### config.mk
export PLATFORM = sky130hd
export DESIGN_NAME = if_ctrl
export DESIGN_NICKNAME = d
export VERILOG_FILES = /design/src/rtl/if_ctrl_pkg.sv /design/src/rtl/if_ctrl.sv
export SDC_FILE = /design/constraint.sdc
export NUM_CORES = 1
export LEC_CHECK = 0
export ABC_AREA = 1
export CORE_UTILIZATION = 33
export DETAILED_ROUTE_END_ITERATION = 10
export PLACE_DENSITY = 0.53
export SLEW_MARGIN = 15
export SYNTH_ARGS = -nofsm -noshare
export SYNTH_HDL_FRONTEND = slang
export SYNTH_SLANG_ARGS = --single-unit
### constraint.sdc
create_clock -name clk -period 2.4 [get_ports clk]
set_clock_uncertainty 0.1 [all_clocks]
set_input_delay 0.48 -clock clk [delete_from_list [all_inputs] [get_ports clk]]
set_output_delay 0.48 -clock clk [all_outputs]
set_load 0.01 [all_outputs]
### src/rtl/if_ctrl_pkg.sv
// -----------------------------------------------------------------------------
// if_ctrl_pkg
// Shared constants and types for the instruction-fetch controller.
//   DATA_BUS / ADDR_BUS : instruction word and address widths
//   RESET_PC_DFLT       : default reset program counter
//   PC_STEP             : byte distance between consecutive instruction words
//   if_state_e          : fetch FSM state codes (2-bit)
//   word_align()        : clears the byte-offset bits of an address
// -----------------------------------------------------------------------------
package if_ctrl_pkg;

  localparam int DATA_BUS = 32;
  localparam int ADDR_BUS = 32;

  localparam logic [ADDR_BUS-1:0] RESET_PC_DFLT = 32'h0000_0000;
  localparam logic [ADDR_BUS-1:0] PC_STEP       = 32'h0000_0004;

  // IDLE : nothing outstanding, waiting for queue room to issue
  // REQ  : request presented to memory, waiting for ack
  // WAIT : request accepted, waiting for read data
  // HOLD : read data parked in the buffer because the queue was full
  typedef enum logic [1:0] {
    IF_IDLE = 2'd0,
    IF_REQ  = 2'd1,
    IF_WAIT = 2'd2,
    IF_HOLD = 2'd3
  } if_state_e;

  // Redirect targets are forced onto a word boundary.
  function automatic logic [ADDR_BUS-1:0] word_align(input logic [ADDR_BUS-1:0] addr);
    return addr & ~(ADDR_BUS'(3));
  endfunction

endpackage

### src/rtl/if_ctrl.sv
// -----------------------------------------------------------------------------
// if_ctrl
// Instruction-fetch controller between a single-outstanding memory port and
// the instruction queue. Fetches words sequentially from the program counter,
// pushes each returned word with its PC into the queue, honours queue
// back-pressure, and on a redirect flushes the queue and discards any fetch
// that is in flight or parked in the hold buffer.
//
// Ports
//   clk, rst         : clock, synchronous active-high reset
//   rdy              : global enable; when low every register holds
//   jumpEn_i/jumpPc_i: redirect pulse and target (low two bits ignored)
//   qFull_i          : queue full
//   qAddEn_o/qAddData_o/qAddPc_o : queue push strobe, word, word PC
//   qClr_o           : queue flush pulse (cycle after a redirect)
//   memReq_o/memAddr_o/memAck_i  : fetch request handshake
//   memValid_i/memData_i         : fetch read data
// All outputs are registered.
// -----------------------------------------------------------------------------
module if_ctrl
  import if_ctrl_pkg::*;
#(
  parameter logic [ADDR_BUS-1:0] RESET_PC = RESET_PC_DFLT
) (
  input  logic                clk,
  input  logic                rst,
  input  logic                rdy,
  input  logic                jumpEn_i,
  input  logic [ADDR_BUS-1:0] jumpPc_i,
  input  logic                qFull_i,
  output logic                qAddEn_o,
  output logic [DATA_BUS-1:0] qAddData_o,
  output logic [ADDR_BUS-1:0] qAddPc_o,
  output logic                qClr_o,
  output logic                memReq_o,
  output logic [ADDR_BUS-1:0] memAddr_o,
  input  logic                memAck_i,
  input  logic                memValid_i,
  input  logic [DATA_BUS-1:0] memData_i
);

  // ---------------------------------------------------------------------------
  // State and datapath registers
  // ---------------------------------------------------------------------------
  if_state_e           state_reg,      state_next;
  logic [ADDR_BUS-1:0] pc_reg,         pc_next;        // next address to fetch
  logic [ADDR_BUS-1:0] fpc_reg,        fpc_next;       // PC of the in-flight fetch
  logic                drop_reg,       drop_next;      // in-flight response is stale
  logic [DATA_BUS-1:0] buf_data_reg,   buf_data_next;
  logic [ADDR_BUS-1:0] buf_pc_reg,     buf_pc_next;

  // Registered outputs
  logic                q_add_en_reg,   q_add_en_next;
  logic [DATA_BUS-1:0] q_add_data_reg, q_add_data_next;
  logic [ADDR_BUS-1:0] q_add_pc_reg,   q_add_pc_next;
  logic                q_clr_reg,      q_clr_next;
  logic                mem_req_reg,    mem_req_next;
  logic [ADDR_BUS-1:0] mem_addr_reg,   mem_addr_next;

  // Decisions shared between the next-state and output processes
  logic issue;     // start a new fetch at pc_reg this cycle
  logic push_mem;  // push the word arriving on memData_i
  logic push_buf;  // push the word parked in the hold buffer

  logic [ADDR_BUS-1:0] jump_target;
  assign jump_target = word_align(jumpPc_i);

  // ---------------------------------------------------------------------------
  // Process 1: state register. Reset wins over rdy so a stuck-low enable
  // cannot block initialisation.
  // ---------------------------------------------------------------------------
  always_ff @(posedge clk) begin
    if (rst) begin
      state_reg      <= IF_IDLE;
      pc_reg         <= RESET_PC;
      fpc_reg        <= RESET_PC;
      drop_reg       <= 1'b0;
      buf_data_reg   <= '0;
      buf_pc_reg     <= '0;
      q_add_en_reg   <= 1'b0;
      q_add_data_reg <= '0;
      q_add_pc_reg   <= '0;
      q_clr_reg      <= 1'b0;
      mem_req_reg    <= 1'b0;
      mem_addr_reg   <= RESET_PC;
    end else if (rdy) begin
      state_reg      <= state_next;
      pc_reg         <= pc_next;
      fpc_reg        <= fpc_next;
      drop_reg       <= drop_next;
      buf_data_reg   <= buf_data_next;
      buf_pc_reg     <= buf_pc_next;
      q_add_en_reg   <= q_add_en_next;
      q_add_data_reg <= q_add_data_next;
      q_add_pc_reg   <= q_add_pc_next;
      q_clr_reg      <= q_clr_next;
      mem_req_reg    <= mem_req_next;
      mem_addr_reg   <= mem_addr_next;
    end
  end

  // ---------------------------------------------------------------------------
  // Process 2: next-state logic. A redirect outranks every other event in the
  // same cycle; the only thing it cannot undo is an ack already given, which is
  // why REQ+ack+jump lands in WAIT with drop set.
  // ---------------------------------------------------------------------------
  always_comb begin
    state_next    = state_reg;
    pc_next       = pc_reg;
    fpc_next      = fpc_reg;
    drop_next     = drop_reg;
    buf_data_next = buf_data_reg;
    buf_pc_next   = buf_pc_reg;
    issue         = 1'b0;
    push_mem      = 1'b0;
    push_buf      = 1'b0;

    case (state_reg)
      IF_IDLE: begin
        if (jumpEn_i) begin
          pc_next = jump_target;
        end else if (!qFull_i) begin
          state_next = IF_REQ;
          fpc_next   = pc_reg;
          issue      = 1'b1;
        end
      end

      IF_REQ: begin
        // memValid_i is deliberately ignored here: only a response to an
        // acknowledged request is meaningful, and after reset a stale one
        // may still show up.
        if (jumpEn_i) begin
          pc_next = jump_target;
          if (memAck_i) begin
            state_next = IF_WAIT;
            drop_next  = 1'b1;
          end else begin
            state_next = IF_IDLE;
          end
        end else if (memAck_i) begin
          state_next = IF_WAIT;
          pc_next    = pc_reg + PC_STEP;  // wraps modulo 2^32
        end
      end

      IF_WAIT: begin
        if (jumpEn_i) begin
          pc_next = jump_target;
          if (memValid_i) begin
            // Response arrives with the redirect: consume and discard it.
            state_next = IF_IDLE;
            drop_next  = 1'b0;
          end else begin
            drop_next  = 1'b1;
          end
        end else if (memValid_i) begin
          if (drop_reg) begin
            state_next = IF_IDLE;
            drop_next  = 1'b0;
          end else if (!qFull_i) begin
            // Push and chain straight into the next fetch.
            push_mem   = 1'b1;
            state_next = IF_REQ;
            fpc_next   = pc_reg;
            issue      = 1'b1;
          end else begin
            state_next    = IF_HOLD;
            buf_data_next = memData_i;
            buf_pc_next   = fpc_reg;
          end
        end
      end

      IF_HOLD: begin
        if (jumpEn_i) begin
          pc_next    = jump_target;
          state_next = IF_IDLE;  // parked word is simply abandoned
        end else if (!qFull_i) begin
          push_buf   = 1'b1;
          state_next = IF_IDLE;
        end
      end

      default: begin
        state_next = IF_IDLE;
      end
    endcase
  end

  // ---------------------------------------------------------------------------
  // Process 3: output logic (values loaded into the output registers).
  // Push data/PC hold their last value between strobes.
  // ---------------------------------------------------------------------------
  always_comb begin
    q_add_en_next   = push_mem | push_buf;
    q_add_data_next = q_add_data_reg;
    q_add_pc_next   = q_add_pc_reg;
    if (push_mem) begin
      q_add_data_next = memData_i;
      q_add_pc_next   = fpc_reg;
    end else if (push_buf) begin
      q_add_data_next = buf_data_reg;
      q_add_pc_next   = buf_pc_reg;
    end

    q_clr_next    = jumpEn_i;
    // The request line mirrors residence in REQ; the address only moves on
    // issue so it stays stable for the whole request and beyond.
    mem_req_next  = (state_next == IF_REQ);
    mem_addr_next = issue ? pc_reg : mem_addr_reg;
  end

  assign qAddEn_o   = q_add_en_reg;
  assign qAddData_o = q_add_data_reg;
  assign qAddPc_o   = q_add_pc_reg;
  assign qClr_o     = q_clr_reg;
  assign memReq_o   = mem_req_reg;
  assign memAddr_o  = mem_addr_reg;

endmodule

After elaboration in Yosys (flattened, before gate mapping):

Index checks and enable logic that the tools add are counted.

* word-level logic and storage cells: 81
* flip-flop bits (word level): 230
* output and inout bits: 99
* input bits: 71

* $add $sub $neg: 1
* bitwise logic cells: 3
* multiplexer cells: 41
* equality and inequality tests: 13
* reductions and logical operators: 11

Operators by type and width (count)
* two-way mux 32 bit: 12
* case mux 32 bit (2 select lines): 2
* adder 32 x 3 -> 32 bit, second input constant: 1
* two-way mux 2 bit: 12
* two-way mux 1 bit: 12
* inequality test 2 bit, second input constant: 6
* AND reduction 6 bit: 2
* case mux 2 bit (4 select lines): 1
* inequality test 3 bit, second input constant: 2
* nonzero test 2 bit: 3
* AND reduction 5 bit: 1
* equality test 2 x 1 -> 1 bit, second input constant: 2
* equality test 2 bit, second input constant: 2
* case mux 1 bit (2 select lines): 2
* AND reduction 2 bit: 2
* AND reduction 3 bit: 1
* OR reduction 3 bit: 1
* zero test 2 bit: 1
* inequality test 2 x 1 -> 1 bit, second input constant: 1
* inverter 1 bit: 2
* OR 1 bit: 1

Logic depth before layout (Yosys ltp):

Gate-level depths: netlist of run 1.

* depth after elaboration: 7
* gate-level depth with buffers: 10
* depth with buffers taken out: 10

Least setup slack after synthesis of run 1:

No wires, ideal clock.

* path type: input to register
* start point: in jumpEn_i
* end point: reg q_add_data_reg[10], in the netlist qAddData_o[10]
* buffers on the path: 3
* setup time: 0.116 ns
* arrival time: 1.539 ns
* required time: 2.184 ns
* path slack: 0.645 ns
* cell stages on the path: 8
* path through: buf_2 nor2_2 nand3_4 a21oi_4 buf_4 buf_4 nand3_1 o211a_1

* cells in the longest elaborated chain, start to end: 4
* elaborated cells between the ends (all ways): 7
* those cells by class: mux (5); reduce/logical (2)

Ends and longest elaborated chain
* start, declared: RTL line if_ctrl.sv:28 `input logic jumpEn_i,`
* two-way mux 1 bit (on tied branches)
* two-way mux 1 bit: RTL line if_ctrl.sv:118 `case (state_reg)`
* nonzero test 2 bit (no source line)
* AND reduction 2 bit (no source line)
* end signal, assigned: RTL line if_ctrl.sv:94 `q_add_data_reg <= q_add_data_next;`
* end, declared: RTL line if_ctrl.sv:54 `logic [DATA_BUS-1:0] q_add_data_reg, q_add_data_next;`

Parallel ways exist; a longest one is shown, timed or not.
A chain may end at the register's enable or synchronous reset.

Worst setup path in the final report of run 1:

* start point: reg mem_addr_reg[16], in the netlist memAddr_o[16]
* end point: out memAddr_o[16]

RTL lines
* start, declared: RTL line if_ctrl.sv:58 `logic [ADDR_BUS-1:0] mem_addr_reg, mem_addr_next;`
* start signal, assigned: RTL line if_ctrl.sv:98 `mem_addr_reg <= mem_addr_next;`
* end, declared: RTL line if_ctrl.sv:36 `output logic [ADDR_BUS-1:0] memAddr_o,`

No word-level cell between the ends.

==> results of run 1 <==
-- per-stage QoR --
step / hold slack [ps] / cell area [um2] / util [%] / total power (uW) / instances
2_1_floorplan: 324.5 / 9380 / - / 4275 / 1308
3_3_place_gp: 333.2 / 11580 / 41.58 / 4650 / 1805
3_5_place_dp: 340.2 / 11580 / 41.58 / 4654 / 1805
4_1_cts: 348.5 / 12460 / 44.74 / 8733 / 1850
5_1_grt: 368.3 / 12460 / 44.74 / 8943 / 1850
6_report: 346.0 / 12460 / 44.74 / 8607 / 1850
-- layout make-up --
cell class	instances	area (um2)
Clock inverter	7	113.9
Fill cell	2844	15390
Clock buffer	38	767.0
Timing Repair Buffer	209	2140
Sequential cell	220	4404
Tap cell	378	473.0
Inverter	83	312.8
Multi-Input combinational cell	915	4254
-- power groups by stage --
stage	Clock (uW)	Combinational (uW)	Sequential, uW
finish	4030	719	3860
global route	4270	799	3870
CTS	4150	722	3860
detailed placement	0	718	3940
global placement	0	714	3940
floorplan	0	350	3930
-- worst register-to-register path, delay by kind of cell (launching register included) --
family / cells / cell delay, ps
adder cells (fa/ha/maj): 1 / 260
buffers and inverters: 1 / 120
flip-flops: 1 / 380
AND/OR/NAND/NOR: 6 / 800
AO/OA/AOI/OAI: 1 / 130
-- how the worst max path moves through the flow --
stage                        startpoint  cells past startpoint  slack (ps)        endpoint
final                     memAddr_o[16]                      1         320   memAddr_o[16]
after global routing      memAddr_o[11]                      1         280   memAddr_o[11]
after CTS                 memAddr_o[16]                      1         310   memAddr_o[16]
after detailed placement       jumpEn_i                      8          20     qAddPc_o[6]
after global placement         jumpEn_i                      8          40    qAddPc_o[31]
after floorplan                jumpEn_i                      8         640  qAddData_o[10]
-- cell usage after synthesis (3+ instances only) --
master / instances
sky130_fd_sc_hd__a211oi_1: 3
sky130_fd_sc_hd__a21oi_1: 136
sky130_fd_sc_hd__a31oi_1: 3
sky130_fd_sc_hd__buf_2: 23
sky130_fd_sc_hd__buf_4: 11
sky130_fd_sc_hd__clkbuf_1: 53
sky130_fd_sc_hd__dfxtp_1: 220
sky130_fd_sc_hd__inv_1: 79
sky130_fd_sc_hd__inv_2: 3
sky130_fd_sc_hd__nand2_1: 236
sky130_fd_sc_hd__nand2_2: 3
sky130_fd_sc_hd__nand3_1: 63
sky130_fd_sc_hd__nand4_1: 7
sky130_fd_sc_hd__nor2_1: 207
sky130_fd_sc_hd__nor3_1: 3
sky130_fd_sc_hd__o211a_1: 20
sky130_fd_sc_hd__o21a_1: 14
sky130_fd_sc_hd__o21ai_0: 195
sky130_fd_sc_hd__or2_2: 6
-- cells by family (layout without fill, tap and decap cells) --
kind of cell               count (synthesis)  after routing  share of synthesized area, %
and+or+nand+nor                          531            531                         22.93
AOI/OAI and AO/OA                        377            377                         21.94
DFF                                      220            220                         47.01
xor gates and xnor gates                   2              2                        0.1870
buffers and inverters                    173            337                         7.759
adders and majority gates                  1              1                        0.1335
other                                      1              4                       0.04003
-- routing by layer --
| layer | up-vias | track usage (%) |
|---|---|---|
| li1 | 4581 | - |
| met1 | 3966 | 26.69 |
| met2 | 198 | 28.24 |
| met3 | 27 | 2.383 |
| met4 | 0 | 4.034 |
| met5 | - | 0 |
==> reports/qor.log, run 1 <==
INFO  clocking       tritoncts=yes
INFO  worst_setup_path critical_path.max_fanout=2
INFO  global_route   grt_first_pass_wirelength=42790um
INFO  clocking       cts-buffers-inserted=26
INFO  route          met3_wirelength=1265um
INFO  hold_path      hold_startpoint=buf_data_reg[25]
INFO  clocking       clockBufferDepth=3
INFO  pwr            powerDensity=690.5mW/mm2
INFO  timing         fin_setup_tns=0ps
INFO  worst_setup_path worstPathRequired=1820ps
INFO  pwr            seq_power_share=44.8%
INFO  global_route   grt_usage=18.22%
INFO  synthesis      synthFlopType=sky130_fd_sc_hd__dfxtp_1
INFO  worst_setup_path worstPathCellList=clkdlybuf4s50_1
INFO  layout         final_cell_mix=236 x sky130_fd_sc_hd__nand2_1, 220 x sky130_fd_sc_hd__dfxtp_1, 207 x sky130_fd_sc_hd__nor2_1
INFO  timing         finalHoldViolCount=0
INFO  synthesis      netlist.area_leader.share=47.01%
INFO  worst_setup_path timing.rr.end=pc_reg[22]
INFO  timing         timing_worst_slew_pin_value=592.9ps
INFO  floorplanning  pin_count=170
INFO  worst_setup_path startpoint_to_endpoint_class_of_the_critical_path=flip-flop to primary output
INFO  route          vias_per_cell=4.742
INFO  synthesis      yosys_register_bits=220
INFO  clocking       clock_insertion_delay_worst_skew=520ps
INFO  pwr            power.share.clock=46.8%
INFO  pwr            internal_power=6635uW
INFO  route          routed_wire_length_per_instance=14.29um
INFO  synthesis      yosys.area.top_type=sky130_fd_sc_hd__dfxtp_1
INFO  floorplanning  floorplan.initialDensity=33.63%
INFO  timing         setup_viol=0
INFO  job            maxCapViolations=0
INFO  pwr            maximum_resistive_drop_on_vdd=504.9uV
INFO  route          drc_errors=0
INFO  pwr            switching_power=1972uW
INFO  worst_setup_path type_of_element_capturing_the_critical_path=primary output
INFO  route          top_layer_used=met4
INFO  worst_setup_path cp_top_family=buffers and inverters
INFO  pwr            switching_share=22.91%
INFO  synthesis      syn_std_cell_area=0.009369mm2
INFO  hold_path      timing.hold.worst_endpoint=buf_data_reg[25]
INFO  layout         synth_to_final_area_change=33.04%
INFO  timing         layout_min_cycle_time=2085ps
INFO  worst_setup_path cp.buffers_inverters=1
INFO  hold_path      worstHoldPathCells=2
INFO  worst_setup_path cp_launch_type=flip-flop
INFO  floorplanning  core_region_area=0.02786mm2
INFO  route          dr_wl_met2=11310um
INFO  global_route   pin_count_of_the_biggest_net_entering_global_routing=88
INFO  timing         timing_max_transition_violations_final=0
INFO  route          drt_first_iter_violations=649
INFO  global_route   grt_antenna_before_repair=0
INFO  layout         antenna_diode_count=0
INFO  synthesis      synth.yosys.warnings=0
INFO  route          routedLengthMet1=13500um
INFO  clocking       postCtsSetupBuffers=0
INFO  synthesis      yosys.cell_types.count=36
INFO  synthesis      synth-edff-count=0
INFO  route          drt_pass1_iterations=5
INFO  clocking       htree_num_levels=1
INFO  synthesis      seq_area_frac_synth=47.01%
INFO  worst_setup_path cp_slowest_cell=sky130_fd_sc_hd__clkdlybuf4s50_1
INFO  route          routed_wirelength=26430um
INFO  layout         layout.cells.most_common=sky130_fd_sc_hd__nand2_1
INFO  layout         drive_above_1_share=7.133%
INFO  clocking       cts.sinks=220
INFO  layout         nNetsFinal=1527
INFO  timing         timing.max_slew.rel_slack=60.43%
INFO  floorplanning  placementRows=61
INFO  worst_setup_path ff2ff_setup_slack=540ps
INFO  timing         final_min_period_over_clock_period=86.87%
INFO  placed_design  gpl.final_weighted_congestion=0.9023
INFO  floorplanning  die_area=0.02907mm2
INFO  worst_setup_path r2r_cells=9
INFO  floorplanning  x_dimension_of_the_die=170.5um
INFO  synthesis      number_of_cells_produced_by_synthesis=1305
INFO  timing         rsz0062_at_grt=no
INFO  clocking       ctsHoldBuffers=0
INFO  placed_design  dpl.hpwl=18210um
INFO  timing         max_clock_freq=479.6MHz
INFO  clocking       post_cts_resized=0
INFO  clocking       cts.clk_slew.worst_paths=60ps
INFO  hold_path      min_path_type=flip-flop to flip-flop
INFO  outcome        run_status=finished, final reports clean
INFO  placed_design  post-place-ws=21.67ps
INFO  placed_design  port-buffer-count=163
INFO  pwr            p_leak=0.004665uW
INFO  floorplanning  fp.dieH=170.5um
INFO  global_route   grt_overflow=0
INFO  synthesis      biggest_area_contributors_in_the_synthesized_netlist=sky130_fd_sc_hd__dfxtp_1 47%, sky130_fd_sc_hd__o21ai_0 10%, sky130_fd_sc_hd__nand2_1 9.5%
INFO  pwr            share_comb_of_total_power=8.3%
INFO  timing         min_setup_slack_post_route=315.1ps
INFO  route          postRouteAntennaNets=0
INFO  worst_setup_path critPathArrivalTime=1500ps
INFO  synthesis      async_flop_share=0%
INFO  synthesis      syn_avg_cell_area=7.179um2
INFO  worst_setup_path r2r-start=pc_reg[3]
INFO  global_route   grt_pass1_vias=8097
INFO  worst_setup_path longest_individual_stage_delay_on_the_worst_path=570ps
INFO  route          via_count=8772
INFO  clocking       clk_root_buffer_cell=sky130_fd_sc_hd__clkbuf_16
Note: power is estimated with default switching activity, not from simulation.
==> inputs of run 2 (changes only) <==
GPL_ROUTABILITY_DRIVEN = 0   (was unset)
==> run 2 against run 1 <==
- setup slack better by 9.1 ps
- clock-buffer cell count is 4 lower
- flip-flop and latch count stayed put
- non-clock buffer count stayed put
- global-route usage is 0.29 points lower
- critical path depth stayed put
- clock power is 4% lower
- routed wire length is 0.67% lower
- combinational power is 0.7% lower
- worst hold slack worse by 2.3 ps
- critical path type unchanged
- critical endpoint is now memAddr_o[11]
- largest cell class unchanged
==> reports/qor.log, run 2 (synthesis results as in run 1) <==
INFO  worst_setup_path worstPathRequired=1820ps
INFO  pwr            p_leak=0.004651uW
INFO  clocking       htree_num_levels=1
INFO  layout         final_cell_mix=236 x sky130_fd_sc_hd__nand2_1, 220 x sky130_fd_sc_hd__dfxtp_1, 207 x sky130_fd_sc_hd__nor2_1
INFO  floorplanning  die_area=0.02907mm2
INFO  timing         layout_min_cycle_time=2076ps
INFO  worst_setup_path cp_slowest_cell=sky130_fd_sc_hd__clkdlybuf4s50_1
INFO  clocking       post_cts_resized=0
INFO  floorplanning  core_region_area=0.02786mm2
INFO  layout         synth_to_final_area_change=32.59%
INFO  floorplanning  x_dimension_of_the_die=170.5um
INFO  global_route   grt_usage=17.92%
INFO  worst_setup_path type_of_element_capturing_the_critical_path=primary output
INFO  clocking       tritoncts=yes
INFO  route          routed_wirelength=26250um
INFO  placed_design  dpl.hpwl=18200um
INFO  layout         stdcell_count=1850
INFO  route          postRouteAntennaNets=0
INFO  placed_design  placed_cells_incl_taps=1805
INFO  clocking       cts.sinks=220
INFO  timing         timing_worst_slew_pin_value=580.1ps
INFO  floorplanning  floorplan.initialDensity=33.63%
INFO  route          drt_pass1_iterations=5
INFO  layout         nNetsFinal=1527
INFO  route          drc_errors=0
INFO  layout         fillers=2838
INFO  worst_setup_path cp_top_family=buffers and inverters
INFO  global_route   grt_first_pass_wirelength=41990um
INFO  worst_setup_path worstPathCellList=clkdlybuf4s50_1
INFO  layout         antenna_diode_count=0
INFO  worst_setup_path critPathArrivalTime=1500ps
INFO  clocking       cts.clk_slew.worst_paths=60ps
INFO  global_route   grt_antenna_before_repair=0
INFO  timing         fin_setup_tns=0ps
INFO  worst_setup_path longest_individual_stage_delay_on_the_worst_path=570ps
INFO  clocking       clockBufferDepth=3
INFO  timing         finalHoldViolCount=0
INFO  global_route   grt_pass1_vias=8021
INFO  layout         drive_above_1_share=7.473%
INFO  floorplanning  fp.dieH=170.5um
INFO  route          via_count=8770
INFO  worst_setup_path cp_launch_type=flip-flop
INFO  floorplanning  pin_count=170
INFO  route          vias_per_cell=4.741
INFO  worst_setup_path cp.buffers_inverters=1
INFO  timing         timing_max_transition_violations_final=0
INFO  clocking       ctsHoldBuffers=0
INFO  floorplanning  placementRows=61
INFO  placed_design  port-buffer-count=163
INFO  worst_setup_path critical_path.max_fanout=2
INFO  clocking       cts-buffers-inserted=26
INFO  clocking       clock_insertion_delay_worst_skew=520ps
INFO  timing         max_clock_freq=481.7MHz
INFO  outcome        run_status=finished, final reports clean
INFO  worst_setup_path startpoint_to_endpoint_class_of_the_critical_path=flip-flop to primary output
INFO  timing         final_min_period_over_clock_period=86.49%
INFO  job            maxCapViolations=0
INFO  clocking       clk_root_buffer_cell=sky130_fd_sc_hd__clkbuf_16
INFO  global_route   grt_overflow=0
INFO  route          routed_wire_length_per_instance=14.19um
INFO  timing         rsz0062_at_grt=no
INFO  clocking       postCtsSetupBuffers=0
INFO  layout         layout.cells.most_common=sky130_fd_sc_hd__nand2_1
INFO  pwr            powerDensity=679.1mW/mm2
INFO  timing         setup_viol=0
INFO  pwr            maximum_resistive_drop_on_vdd=431.8uV
INFO  route          drt_first_iter_violations=708
INFO  global_route   pin_count_of_the_biggest_net_entering_global_routing=61
INFO  hold_path      min_path_type=flip-flop to flip-flop
INFO  timing         timing.max_slew.rel_slack=61.29%
==> run 2: metal layers <==
layer	GRT usage (%)	wire length, um
met1	25.59	13210
met2	28.12	11130
met3	2.498	1417
met4	4.818	493
met5	0	0
==> run 2: layout make-up <==
type	count	area, um2	share of cell area (%)
multi-input combinational	915	4254	34.25
inverter	83	312.8	2.518
timing repair buffer	209	2127	17.12
sequential	220	4404	35.46
clock inverter	11	88.84	0.7151
tap	378	473.0	3.807
clock buffer	34	762.0	6.134
==> run 2: path summary, 6_finish.rpt <==
check | cells after the start | end | from | slack [ps]
setup / recovery | 1 | memAddr_o[11] | memAddr_o[11] | 320
hold / removal | 2 | buf_data_reg[24] | buf_data_reg[24] | 340
setup reg to reg | 8 | fpc_reg[7] | state_reg[0] | 500
hold reg to reg | 2 | buf_data_reg[24] | buf_data_reg[24] | 340
==> run 2: report_power, final <==
part / leakage [uW] / internal, uW / switching [uW]
combinational: 0.00244 / 343 / 371
sequential: 0.00178 / 3770 / 91.0
clock: 0.000429 / 2330 / 1530
total: 0.00465 / 6440 / 2000
==> run 2: stage by stage <==
step           hold slack (ps)  setup WS [ps]  util [%]  power (uW)  instance area, um2
3_3_place_gp             331.5         -81.25     41.54        4647               11570
2_1_floorplan            324.5          644.8         -        4275                9380
4_1_cts                  346.3          306.1     44.59        8550               12420
3_5_place_dp             337.5         -95.31     41.54        4651               11570
5_1_grt                  362.7          274.4     44.59        8801               12420
6_report                 343.7          324.2     44.59        8435               12420
==> run 2: worst reg2reg max path, stage by stage, from the launching register on <==
cell and delay, ps:
sky130_fd_sc_hd__dfxtp_1 380, sky130_fd_sc_hd__inv_2 60, sky130_fd_sc_hd__nand2_2 120, sky130_fd_sc_hd__nor2_4 60, sky130_fd_sc_hd__nand3_4 90, sky130_fd_sc_hd__nand2_2 70
sky130_fd_sc_hd__nand2_2 370, sky130_fd_sc_hd__buf_4 400, sky130_fd_sc_hd__a21oi_1 130
